File: config.mk
export PLATFORM = sky130hd
export DESIGN_NAME = serial_adder
export DESIGN_NICKNAME = d
export VERILOG_FILES = /design/src/rtl/serial_adder.sv
export SDC_FILE = /design/constraint.sdc
export NUM_CORES = 1
export LEC_CHECK = 0
export ABC_AREA = 0
export ABC_CLOCK_PERIOD_IN_PS = 2600
export CORE_UTILIZATION = 53
export DETAILED_ROUTE_END_ITERATION = 8
export PLACE_DENSITY = 0.88
export SLEW_MARGIN = 20
export SYNTH_ARGS = -nofsm -noshare
export SYNTH_HDL_FRONTEND = slang
export SYNTH_SLANG_ARGS = --single-unit
File: constraint.sdc
create_clock -name clk -period 2.6 [get_ports clk]
set_clock_uncertainty 0.2 [all_clocks]
set_input_delay 0.39 -clock clk [delete_from_list [all_inputs] [get_ports clk]]
set_output_delay 0.39 -clock clk [all_outputs]
set_load 0.02 [all_outputs]
File: src/rtl/serial_adder.sv
// Bit-serial adder: one full-adder cell and a carry flop, LSB first, one bit per clock.
// sum/cout are updated only when an addition completes, so partial results never appear.
module serial_adder #(
  parameter int N = 4
) (
  input  logic [N-1:0] a,
  input  logic [N-1:0] b,
  input  logic         reset,
  input  logic         load,
  input  logic         clk,
  output logic [N-1:0] sum,
  output logic         cout
);

  localparam int CW = (N > 1) ? $clog2(N) : 1;
  localparam logic [CW-1:0] LAST = CW'(N - 1);

  typedef enum logic {
    IDLE  = 1'b0,
    SHIFT = 1'b1
  } state_t;

  state_t        r_state;
  state_t        w_state_next;
  logic [N-1:0]  r_ra;
  logic [N-1:0]  w_ra_next;
  logic [N-1:0]  r_rb;
  logic [N-1:0]  w_rb_next;
  logic [N-1:0]  r_rs;
  logic [N-1:0]  w_rs_next;
  logic          r_c;
  logic          w_c_next;
  logic [CW-1:0] r_cnt;
  logic [CW-1:0] w_cnt_next;
  logic [N-1:0]  r_sum;
  logic [N-1:0]  w_sum_next;
  logic          r_cout;
  logic          w_cout_next;

  logic          w_s;
  logic          w_c;
  logic [N-1:0]  w_rs_shifted;

  // The single full-adder cell.
  assign w_s          = r_ra[0] ^ r_rb[0] ^ r_c;
  assign w_c          = (r_ra[0] & r_rb[0]) | (r_ra[0] & r_c) | (r_rb[0] & r_c);
  assign w_rs_shifted = {w_s, r_rs[N-1:1]};

  always_ff @(posedge clk) begin
    if (!reset) begin
      r_state <= IDLE;
      r_ra    <= '0;
      r_rb    <= '0;
      r_rs    <= '0;
      r_c     <= 1'b0;
      r_cnt   <= '0;
      r_sum   <= '0;
      r_cout  <= 1'b0;
    end else begin
      r_state <= w_state_next;
      r_ra    <= w_ra_next;
      r_rb    <= w_rb_next;
      r_rs    <= w_rs_next;
      r_c     <= w_c_next;
      r_cnt   <= w_cnt_next;
      r_sum   <= w_sum_next;
      r_cout  <= w_cout_next;
    end
  end

  always_comb begin
    w_state_next = r_state;
    w_ra_next    = r_ra;
    w_rb_next    = r_rb;
    w_rs_next    = r_rs;
    w_c_next     = r_c;
    w_cnt_next   = r_cnt;
    w_sum_next   = r_sum;
    w_cout_next  = r_cout;

    // A load in either state (re)starts; an aborted addition simply never completes.
    if (load) begin
      w_state_next = SHIFT;
      w_ra_next    = a;
      w_rb_next    = b;
      w_rs_next    = '0;
      w_c_next     = 1'b0;
      w_cnt_next   = '0;
    end else if (r_state == SHIFT) begin
      w_ra_next  = {1'b0, r_ra[N-1:1]};
      w_rb_next  = {1'b0, r_rb[N-1:1]};
      w_rs_next  = w_rs_shifted;
      w_c_next   = w_c;
      w_cnt_next = r_cnt + 1'b1;
      if (r_cnt == LAST) begin
        w_sum_next   = w_rs_shifted;
        w_cout_next  = w_c;
        w_state_next = IDLE;
      end
    end
  end

  assign sum  = r_sum;
  assign cout = r_cout;

endmodule

After elaboration in Yosys (flattened, before gate mapping)
Index checks and enable logic that the tools add are counted.
Cells by class
  equality and inequality tests: 1
  div/mod/pow operators: 0
  bitwise gates (word level): 9
  mux-type cells: 7
  $mul: 0
  add/sub/neg operators: 1
  reductions and logical operators: 3
  order comparisons: 0
  shift operators: 0
Operator list (count)
  2-to-1 mux 4 bit: 4
  bitwise AND 1 bit: 3
  2-to-1 mux 1 bit: 3
  AND reduction 3 bit: 1
  adder 2 x 1 -> 2 bit (second input constant): 1
  equality test 2 bit (second input constant): 1
  NOT 1 bit: 2
  OR 1 bit: 2
  nonzero test 2 bit: 1
  OR reduction 2 bit: 1
  XOR 1 bit: 2
Word-level totals
  latch bits: 0
  output and inout port bits: 5
  RAM bits: 0
  memories: 0
  register bits after elaboration: 21
  logic and storage cells: 29
  memory bits (read-only): 0

Depth between registers and ports, before layout
  word-level depth: 4
  depth in mapped cells: 4
  gate-level depth less buffers: 3

Least setup slack after synthesis
Ideal clock, no wire load.
  path kind: reg-to-reg
  start: reg r_state
  end: reg r_rb[2]
  path slack: 1.228 ns
  stages on the path, launching flop included: 5
  data arrival time: 1.056 ns
  clock period less this slack: 1.372 ns
  data required time: 2.284 ns
  cell sequence: dfxtp_1 > buf_6 > buf_8 > mux2_2 > o211a_1
On the way
  word-level cells in the longest chain between the ends: 1
RTL lines
  start: declaration: line 23  | state_t r_state;
  start signal: assignment: line 60  | r_state <= w_state_next;
  nonzero test 2 bit (no source line)
  end signal: assignment: line 62  | r_rb <= w_rb_next;
  end: declaration: line 27  | logic [N-1:0] r_rb;
Every way passes these cells.
A chain may end at the register's enable or synchronous reset.

Worst setup path in the final report
  start: reg r_cout (netlist: cout)
  end: out cout
RTL lines
  start: declaration: line 37  | logic r_cout;
  start signal: assignment: line 67  | r_cout <= w_cout_next;
  end: declaration: line 12  | output logic cout
No word-level cell between the ends.

==> results.ini <==
[global_routing]
grt_max_degree=17
antenna_found_initial=0
grt_pass1_wl_um=2280
grt.total_usage_pct=16.9
grt_pass1_vias=562
grt-ovfl-total=0

[floorplan]
dieWidth_um=42.8
row_count=14
initial_core_util_pct=58.0
fp.dieArea_sq_um=1830
die_h_um=42.8
pin_count=16
core-area_sq_um=1520

[clock_network]
clkLatencyLatePin_ns=0.29
cts_max_path_buffers=2
hold_buffers=0
cts.root.buffer_cell=clkbuf_4
ctsResizeCount=0
cts_htree_levels=1
numCtsBuffers=3
cts_setup_buffers=0
cts_tree=built
path_clk_slew_ns=0.11
cts.sinks=20

[power_and_ir_drop]
peakVddDrop_v=0.000313
cellPowerDensity_nw_per_um2=534
power.leakage_nw=0.452

[routing]
via_count=597
wl_met3_um=27
ant_nets=0
viasPerCell=5.24
highest_layer=met4
drtIter0Drc=7
drc=0
wl_um=1350
drt-met1-wl_um=617
wl_per_cell_um=11.9
dr_wl_met2_um=695
first_pass_iters=4

[logic_synthesis]
syn_inst=83
yosysUniqueCellTypes=20
synth_edf_count=0
ys_warn_count=0
synth_area_leaders=dfxtp_1 (45%), mux2i_1 (11%), mux2_2 (7.6%)
async_reset_ff_share_pct=0
synth_flop_cell=dfxtp_1
netlist_area_sq_um=883
synth_top_area_share_pct=45.3
ys_seq_area_share_pct=45.3
ys_ff_latch=20
syn_nets=96
yosys.area.top_type=dfxtp_1
synth.avg_cell_area_sq_um=10.6

[finish]
fill_cells=120
area_growth_pct=20.1
multiInputGateArea_sq_um=439
fin_nets=112
regArea_sq_um=400
n_antenna_cell=0
drive_gt1_share_pct=13.3

[status]
outcome=completed

[sta]
whs_ns=0.259
max-slew-margin-rel_pct=55.9
hold_viol_final=0
rsz0062_at_grt=no
min_period_ns=1.82
fmax_mhz=548
worst_pin_slew_ns=0.661
post-route-period-util_pct=70.2
maxSlewViolCount=0
setup_tns_ns=0
setup_violations=0

[worst_setup_path]
path_cells=clkdlybuf4s50_1
path_delay_family=buffers and inverters
crit_slowest_cell=clkdlybuf4s50_1
worstPathRequired_ns=2.01
path_max_fanout=2
critPathKind=reg -> out
path_buf_inv=1
worst_setup_path_end_kind=output pin
cp_slowest_stage_delay_ns=0.60
cp.arrival_ns=1.23
startpoint_type=flop

[min_path]
min_path_type=reg -> reg

[placed_design]
port_buffers=15
globalplace.congestion=0.683
hpwl_um=953

[run]
maxCapViolations=0

per-stage QoR:
step | util [%] | cells | setup WS, ns | total power [mW] | area (sq um)
after CTS | 69.6 | 114 | 0.758 | 0.576 | 1060
after detailed placement | 67.2 | 110 | 0.579 | 0.398 | 1020
after global routing | 69.6 | 114 | 0.734 | 0.591 | 1060
final | 69.6 | 114 | 0.775 | 0.567 | 1060
after floorplan | - | 83 | 1.23 | 0.378 | 883
after global placement | 67.2 | 110 | 0.607 | 0.396 | 1020
power breakdown:
group / switching [mW] / internal (mW) / leakage, nW
Clock: 0.0907 / 0.0853 / 0.0210
Combinational: 0.0214 / 0.0401 / 0.267
Sequential: 0.0116 / 0.318 / 0.164
Total: 0.124 / 0.443 / 0.452
state kept, by name (all words and copies together), names as in the netlist:
| register | cells |
|---|---|
| r_state | 1 |
| r_rb | 4 |
| sum | 4 |
| cout | 1 |
| r_c | 1 |
| r_rs | 3 |
| r_cnt | 2 |
| r_ra | 4 |
cell families (layout without fill, tap and decap cells):
| family | count (synthesis) | after routing | synth area share, % |
|---|---|---|---|
| flops | 20 | 20 | 45.3 |
| fa+ha+maj | 2 | 2 | 3.68 |
| compound gates | 9 | 9 | 9.77 |
| xor+xnor | 1 | 1 | 0.992 |
| mux | 16 | 16 | 19.0 |
| buf+inv | 6 | 21 | 4.96 |
| simple gates | 29 | 29 | 16.3 |
worst paths after layout:
path	depth (start not counted)	endpoint	slack [ns]	startpoint
worst max-delay path	1	cout	0.78	cout$_SDFFE_PN0P_
worst min-delay path	2	sum[3]$_SDFFE_PN0P_	0.26	sum[3]$_SDFFE_PN0P_
worst max register to register	2	sum[0]$_SDFFE_PN0P_	0.90	r_state$_SDFF_PN0_
worst min register to register	2	sum[3]$_SDFFE_PN0P_	0.26	sum[3]$_SDFFE_PN0P_
final cells by class:
cell class              count  share of cell area (%)
clock buffers               4                    3.42
multi-input cells          57                    41.4
flip-flops and latches     20                    37.7
well taps                  16                    1.89
repair buffers             17                    15.6
layout by cell type, fill, tap and decap left out:
cell             Yosys  routed
dfxtp_1             20      20
clkdlybuf4s50_1      0      15
nand2_1             12      12
mux2i_1             10      10
nand2b_1             7       7
nor2_1               6       6
mux2_2               6       6
o211a_1              6       6
clkbuf_4             0       3
or3b_1               2       2
buf_4                0       2
nor2b_1              1       1
o21a_1               1       1
a21boi_2             1       1
a21boi_1             1       1
and3b_1              1       1
xnor2_1              1       1
fa_1                 1       1
ha_1                 1       1
clkbuf_8             0       1
cell usage after synthesis (2+ instances only):
master    number
clkbuf_1       2
buf_2          2
nor2_1         6
o211a_1        6
nand2b_1       7
mux2i_1       10
mux2_2         6
or3b_1         2
nand2_1       12
dfxtp_1       20
per-layer routing:
| layer | vias up | global-route usage [%] |
|---|---|---|
| met5 | - | 0 |
| met3 | 2 | 2.55 |
| met2 | 6 | 28.8 |
| met1 | 278 | 19.1 |
| met4 | 0 | 11.3 |
| li1 | 311 | - |
Note: power is estimated with default switching activity, not from simulation.
